--- src/rtl/adder_output_error_monitor.sv ---
// rtl/adder_output_error_monitor.sv - mismatch statistics between locked and golden adder results
//
// Compares the locked-netlist result against the golden-netlist result over a
// run of NUM_VECTORS accepted vectors and accumulates corruption statistics.
//
// Ports:
//   clk, rst                 rising-edge clock, synchronous active-high reset
//   start                    1-cycle pulse in IDLE: clear statistics, begin run
//   in_valid / in_ready      vector handshake (in_ready is a function of state only)
//   locked_result            result from the locked adder
//   golden_result            result from the oracle adder
//   busy                     run in progress (RUN or DRAIN)
//   done                     1-cycle pulse once statistics are final
//   vec_count                vectors accounted this run
//   err_vec_count            vectors with any mismatching bit
//   bit_err_count            sum of per-vector Hamming distances
//   max_hd                   largest single-vector Hamming distance
//   first_err_idx/_vld       0-based index of the first mismatching vector

module adder_output_error_monitor #(
  parameter int WIDTH       = 17,
  parameter int NUM_VECTORS = 1024,
  parameter int CNT_W       = 32
) (
  input  logic             clk,
  input  logic             rst,
  input  logic             start,
  input  logic             in_valid,
  output logic             in_ready,
  input  logic [WIDTH-1:0] locked_result,
  input  logic [WIDTH-1:0] golden_result,
  output logic             busy,
  output logic             done,
  output logic [CNT_W-1:0] vec_count,
  output logic [CNT_W-1:0] err_vec_count,
  output logic [CNT_W-1:0] bit_err_count,
  output logic [4:0]       max_hd,
  output logic [CNT_W-1:0] first_err_idx,
  output logic             first_err_vld
);

  typedef enum logic [1:0] {IDLE, RUN, DRAIN, DONE} state_t;

  localparam logic [CNT_W-1:0] LAST_IDX = CNT_W'(NUM_VECTORS - 1);

  state_t           state;
  logic [CNT_W-1:0] acc_cnt;
  logic             drain_cnt;
  logic             accept;
  logic             clear_stats;

  logic             s1_valid;
  logic [WIDTH-1:0] s1_diff;
  logic             s2_valid;
  logic [4:0]       s2_hd;
  logic [4:0]       hd_c;

  assign accept      = in_valid & in_ready;
  assign clear_stats = start && (state == IDLE);

  function automatic logic [CNT_W-1:0] sat_add(input logic [CNT_W-1:0] a,
                                               input logic [CNT_W-1:0] b);
    logic [CNT_W:0] s;
    s = {1'b0, a} + {1'b0, b};
    return s[CNT_W] ? {CNT_W{1'b1}} : s[CNT_W-1:0];
  endfunction

  always_comb begin
    hd_c = '0;
    for (int i = 0; i < WIDTH; i++) begin
      hd_c = hd_c + {4'b0, s1_diff[i]};
    end
  end

  // Control FSM; all outputs registered alongside the state.
  always_ff @(posedge clk) begin
    if (rst) begin
      state     <= IDLE;
      acc_cnt   <= '0;
      drain_cnt <= 1'b0;
      in_ready  <= 1'b0;
      busy      <= 1'b0;
      done      <= 1'b0;
    end else begin
      case (state)
        IDLE: begin
          if (start) begin
            state    <= RUN;
            acc_cnt  <= '0;
            in_ready <= 1'b1;
            busy     <= 1'b1;
          end
        end
        RUN: begin
          if (accept) begin
            acc_cnt <= acc_cnt + CNT_W'(1);
            if (acc_cnt == LAST_IDX) begin
              state     <= DRAIN;
              in_ready  <= 1'b0;
              drain_cnt <= 1'b0;
            end
          end
        end
        DRAIN: begin
          // Two cycles lets the last accepted vector reach the statistics.
          if (drain_cnt) begin
            state <= DONE;
            busy  <= 1'b0;
            done  <= 1'b1;
          end else begin
            drain_cnt <= 1'b1;
          end
        end
        DONE: begin
          done  <= 1'b0;
          state <= IDLE;
        end
        default: state <= IDLE;
      endcase
    end
  end

  // Data registers only load on a valid beat so idle cycles never disturb them.
  always_ff @(posedge clk) begin
    if (rst) begin
      s1_valid <= 1'b0;
      s1_diff  <= '0;
      s2_valid <= 1'b0;
      s2_hd    <= '0;
    end else begin
      s1_valid <= accept;
      if (accept) s1_diff <= locked_result ^ golden_result;
      s2_valid <= s1_valid;
      if (s1_valid) s2_hd <= hd_c;
    end
  end

  // vec_count doubles as the index of the vector being accounted, since
  // vectors leave the pipeline in acceptance order.
  always_ff @(posedge clk) begin
    if (rst || clear_stats) begin
      vec_count     <= '0;
      err_vec_count <= '0;
      bit_err_count <= '0;
      max_hd        <= '0;
      first_err_idx <= '0;
      first_err_vld <= 1'b0;
    end else if (s2_valid) begin
      vec_count     <= sat_add(vec_count, CNT_W'(1));
      bit_err_count <= sat_add(bit_err_count, CNT_W'(s2_hd));
      if (s2_hd != 5'd0) begin
        err_vec_count <= sat_add(err_vec_count, CNT_W'(1));
        if (!first_err_vld) begin
          first_err_idx <= vec_count;
          first_err_vld <= 1'b1;
        end
      end
      if (s2_hd > max_hd) max_hd <= s2_hd;
    end
  end

endmodule

--- config.mk ---
export PLATFORM = sky130hd
export DESIGN_NAME = adder_output_error_monitor
export DESIGN_NICKNAME = d
export VERILOG_FILES = /design/src/rtl/adder_output_error_monitor.sv
export SDC_FILE = /design/constraint.sdc
export NUM_CORES = 1
export LEC_CHECK = 0
export CAP_MARGIN = 20
export CORE_MARGIN = 2
export CORE_UTILIZATION = 40
export CTS_CLUSTER_DIAMETER = 120
export DETAILED_ROUTE_END_ITERATION = 16
export PLACE_DENSITY = 0.76
export SLEW_MARGIN = 40
export SYNTH_ARGS = -nofsm -noshare
export SYNTH_HDL_FRONTEND = slang
export SYNTH_SLANG_ARGS = --single-unit
--- constraint.sdc ---
create_clock -name clk -period 7.7 [get_ports clk]
set_clock_uncertainty 0.2 [all_clocks]
set_input_delay 1.54 -clock clk [delete_from_list [all_inputs] [get_ports clk]]
set_output_delay 1.54 -clock clk [all_outputs]
set_load 0.005 [all_outputs]
* Word level (Yosys, flattened, before mapping) *
Index checks and enable logic that the tools add are counted.

cells by class
  mux-type cells = 20
  reduce and logical (&&, ||, !) cells = 17
  bitwise gates (word level) = 3
  add/sub/neg operators = 20
  eq/ne operators = 8
  order comparisons = 1

operators by type and width
  operator                                                            number
  32-bit 2-to-1 mux                                                   5
  32-bit by 1-bit adder with 33-bit output (second input constant)    2
  32-bit one-hot mux with 2 select lines                              1
  5-bit by 1-bit adder with 5-bit output                              12
  32-bit by 5-bit adder with 33-bit output                            1
  32-bit by 1-bit adder with 32-bit output (second input constant)    1
  32-bit by 10-bit == test with 1-bit output (second input constant)  1
  17-bit bitwise XOR                                                  1
  3-bit AND reduction                                                 4
  2-bit 2-to-1 mux                                                    4
  2-bit inequality test (second input constant)                       4
  1-bit one-hot mux with 2 select lines                               4
  2-bit one-hot mux with 4 select lines                               1
  4-bit AND reduction                                                 2
  2-bit nonzero test                                                  4
  2-bit AND reduction                                                 3
  4-bit by 1-bit adder with 5-bit output                              1
  5-bit greater-than comparator                                       1
  1-bit 2-to-1 mux                                                    5
  5-bit nonzero test                                                  1
  3-bit by 1-bit adder with 4-bit output                              1
  2-bit == test (second input constant)                               2
  2-bit by 1-bit adder with 3-bit output                              1
  1-bit by 1-bit adder with 2-bit output                              1
  6 further kinds                                                     6

storage, ports and cells
  output and inout port bits = 137
  word-level logic and storage cells = 85
  register bits after elaboration = 196

* Depth between registers and ports, before layout *
  depth after elaboration = 16
  depth in mapped cells = 14

* Worst setup path after synthesis *
No wires, ideal clock.

  kind = register to register
  from = register s1_diff[0]
  to = register s2_hd[4]
  data required time = 7.367 ns
  clock period less this slack = 3.753 ns
  data arrival time = 3.420 ns
  path buffers = 0
  slack = 3.947 ns
  stages on the path, launching flop included = 12
  cell sequence = dfxtp_1 inv_1 fa_1 fa_1 fa_1 fa_1 inv_1 fa_1 fa_1 a21o_1 nand3_1 a21oi_1

on the way
  cells in the longest elaborated chain, start to end = 16

ends and longest elaborated chain
  element                                               RTL line  RTL
  from (decl)                                           53        logic [WIDTH-1:0] s1_diff;
  from (signal assigned)                                132       if (accept) s1_diff <= locked_result ^ golden_result;
  1-bit by 1-bit adder with 2-bit output                71        hd_c = hd_c + {4'b0, s1_diff[i]};
  2-bit by 1-bit adder with 3-bit output                71
  3-bit by 1-bit adder with 4-bit output                71
  4-bit by 1-bit adder with 5-bit output                71
  5-bit by 1-bit adder with 5-bit output (12 in a row)  71
  to (signal assigned)                                  129       s2_hd <= '0;
  to (signal assigned)                                  134       if (s1_valid) s2_hd <= hd_c;
  to (decl)                                             55        logic [4:0] s2_hd;

No other way between the ends.
A chain may end at the register's enable or synchronous reset.

* Worst setup path in the final report *
Ends and elaborated chain as after synthesis.

==> impl_metrics.ini <==
[logic_synthesis]
synth_seq_area_share = 0.425
synthTopCellsByArea = dfxtp_1, a21oi_1, xor2_1, nand2_1, nor2_1
syn_nets = 1158
synth-seq-cells = 196
yosysTopAreaCell = dfxtp_1
avgSynthCellArea_sq_um = 8.50
ys_warn_count = 0
yosysUniqueCellTypes = 53
ys.flop_type = dfxtp_1
synth_top_area_share = 0.425
syn_area_sq_um = 9240
synthCells = 1087
synth_edf_count = 0
async_reset_ff_frac = 0

[setup_path]
worstPathArrival_ns = 3.98
critical_path.top_delay_family = adder cells
crit_buf_inv = 2
rr_worst_depth = 11
cp-start-kind = flip-flop
path_class = flip-flop to flip-flop
path_max_fanout = 2
cp_slowest_cell = fa_1
cp.required_ns = 7.80
critPathCaptureType = flip-flop
worst-path-stages = 11
path_common_cell = fa_1
path_cells = inv_1, fa_1, fa_1, fa_1, fa_1, inv_1, fa_1, fa_1, a21o_1, nand3_1, a21oi_1
max_stage_delay_ns = 0.57

[global_route]
grt_max_degree = 50
grt_usage = 0.181
antenna_found_initial = 0
grt_pass1_wl_um = 36200
overflow = 0
grt_pass1_vias = 7384

[sta]
setup_viol = 0
timing.hold.ws_ns = 0.255
fmax_ghz = 0.258
final.setup.tns_ns = 0
rsz0062_at_grt = false
slew_viol_final = 0
hold_viol_final = 0
period_share = 0.504
slew_headroom = 0.452
tightest_slew_ns = 0.820
period_needed_ns = 3.88

[floorplanning]
die_w_um = 156
dieArea_sq_um = 24300
start_util = 0.408
die_h_um = 156
ioPinCount = 175
coreArea_sq_um = 22600
rows = 55

[final_layout]
n_antenna_cell = 0
final_nets = 1309
drive_gt1_frac = 0.0464
syn2layout_area_growth_pct = 27.8
fin_cells = 1536
post-route-cell-area_sq_um = 11800
final_common_cell = dfxtp_1
layout_common_cells = dfxtp_1, clkdlybuf4s50_1, a21oi_1

[cts]
clk_pin_slew_ns = 0.07
cts_setup_buffers = 0
cts_resized = 0
cts_tree = built
postCtsHoldBufs = 0
numCtsBuffers = 17
root_buffer = clkbuf_16
worst_skew_pair.late_latency_ns = 0.43
ctsLongestPathBuffers = 2
htreeDepth = 4
clkSinkCount = 196

[route]
drc = 0
vias = 8108
postRouteAntennaNets = 0
drt_pass1_iterations = 6
drt_iter0_drc = 511
post_drt_wl_per_cell_um = 14.5
viasPerCell = 5.28
wl_um = 22200

[placed_design]
dp_hpwl_um = 16100
port_buffers = 174
dp.cells = 1504
place_area_sq_um = 11200
globalplace.congestion = 0.845

[power]
clkPwrFrac = 0.374
powerDensity_nw_per_um2 = 197
power_leakage_nw = 4.05
ir_drop_v = 0.000149
power_frac_seq = 0.460
power_mw = 2.33
power.switching_uw = 677
switching_share = 0.291
p_comb_frac = 0.167
power.internal_mw = 1.65

[flow_run]
cap_violations = 0

[outcome]
status = complete, no violations

[worst_hold_path]
hold_path_depth = 2
min_path_type = flip-flop to flip-flop
==> per-layer routing <==
metal	track usage	vias up	share of wire
li1	-	4059	-
met4	0.0564	0	0.013
met1	0.244	3794	0.47
met5	0	-	0
met2	0.291	235	0.46
met3	0.0350	20	0.057
==> cells in the mapped netlist, types with 22 or more instances <==
| library cell | instances |
|---|---|
| xor2_1 | 74 |
| nor3_1 | 22 |
| o21ai_0 | 27 |
| inv_1 | 51 |
| nand3_1 | 46 |
| clkbuf_1 | 42 |
| nand4_1 | 34 |
| dfxtp_1 | 196 |
| nand2_1 | 132 |
| xnor2_1 | 38 |
| nor2_1 | 97 |
| a21oi_1 | 134 |
==> power groups by stage <==
stage                     logic, mW  clock network (mW)  registers (mW)
after global placement        0.367                   0            1.09
after detailed placement      0.391                   0            1.09
after floorplan               0.284                   0            1.08
after CTS                     0.391               0.884            1.07
final                         0.388               0.869            1.07
after global routing          0.445               0.931            1.07
==> final timing paths <==
kind | startpoint | endpoint | slack (ns)
worst min-delay path | first_err_idx[9] | first_err_idx[9] | 0.26
worst max-delay path | s1_diff[0] | s2_hd[4] | 3.82
worst min register to register | first_err_idx[9] | first_err_idx[9] | 0.26
worst max register to register | s1_diff[0] | s2_hd[4] | 3.82
==> logic make-up after synthesis <==
group | synth area share
XOR/XNOR | 0.106
multiplexers | 0.0173
flip-flops | 0.425
AND/OR/NAND/NOR | 0.219
buffers and inverters | 0.0412
adder cells (fa/ha/maj) | 0.0544
AO/OA/AOI/OAI | 0.137
==> worst reg2reg max path: stages, from the launching register on <==
cell and delay (ns):
dfxtp_1 0.32, inv_1 0.06, fa_1 0.57, fa_1 0.44
fa_1 0.48, fa_1 0.49, inv_1 0.05, fa_1 0.39
fa_1 0.41, a21o_1 0.19, nand3_1 0.07, a21oi_1 0.06
==> sequential cells by signal (all words and copies together) (netlist names), 5 cells and up <==
name and count:
first_err_idx 32, err_vec_count 32, s1_diff 17, s2_hd 5, acc_cnt 32, max_hd 5, vec_count 32, bit_err_count 32
==> metrics by stage <==
stage | utilization | worst slack [ns]
after floorplan | - | 3.95
after global placement | 0.495 | 3.49
after detailed placement | 0.496 | 3.63
after CTS | 0.521 | 3.82
after global routing | 0.522 | 3.64
final | 0.522 | 3.82
==> area by class of cell <==
type                       count  area [sq um]
fill                        2084         10800
tap                          285           357
multi-input combinational    791          4950
clock buffer                  17           425
inverter                      51           191
clock inverter                15           150
sequential                   196          3930
timing repair buffer         181          1810
(Power assumes the default switching activity.)
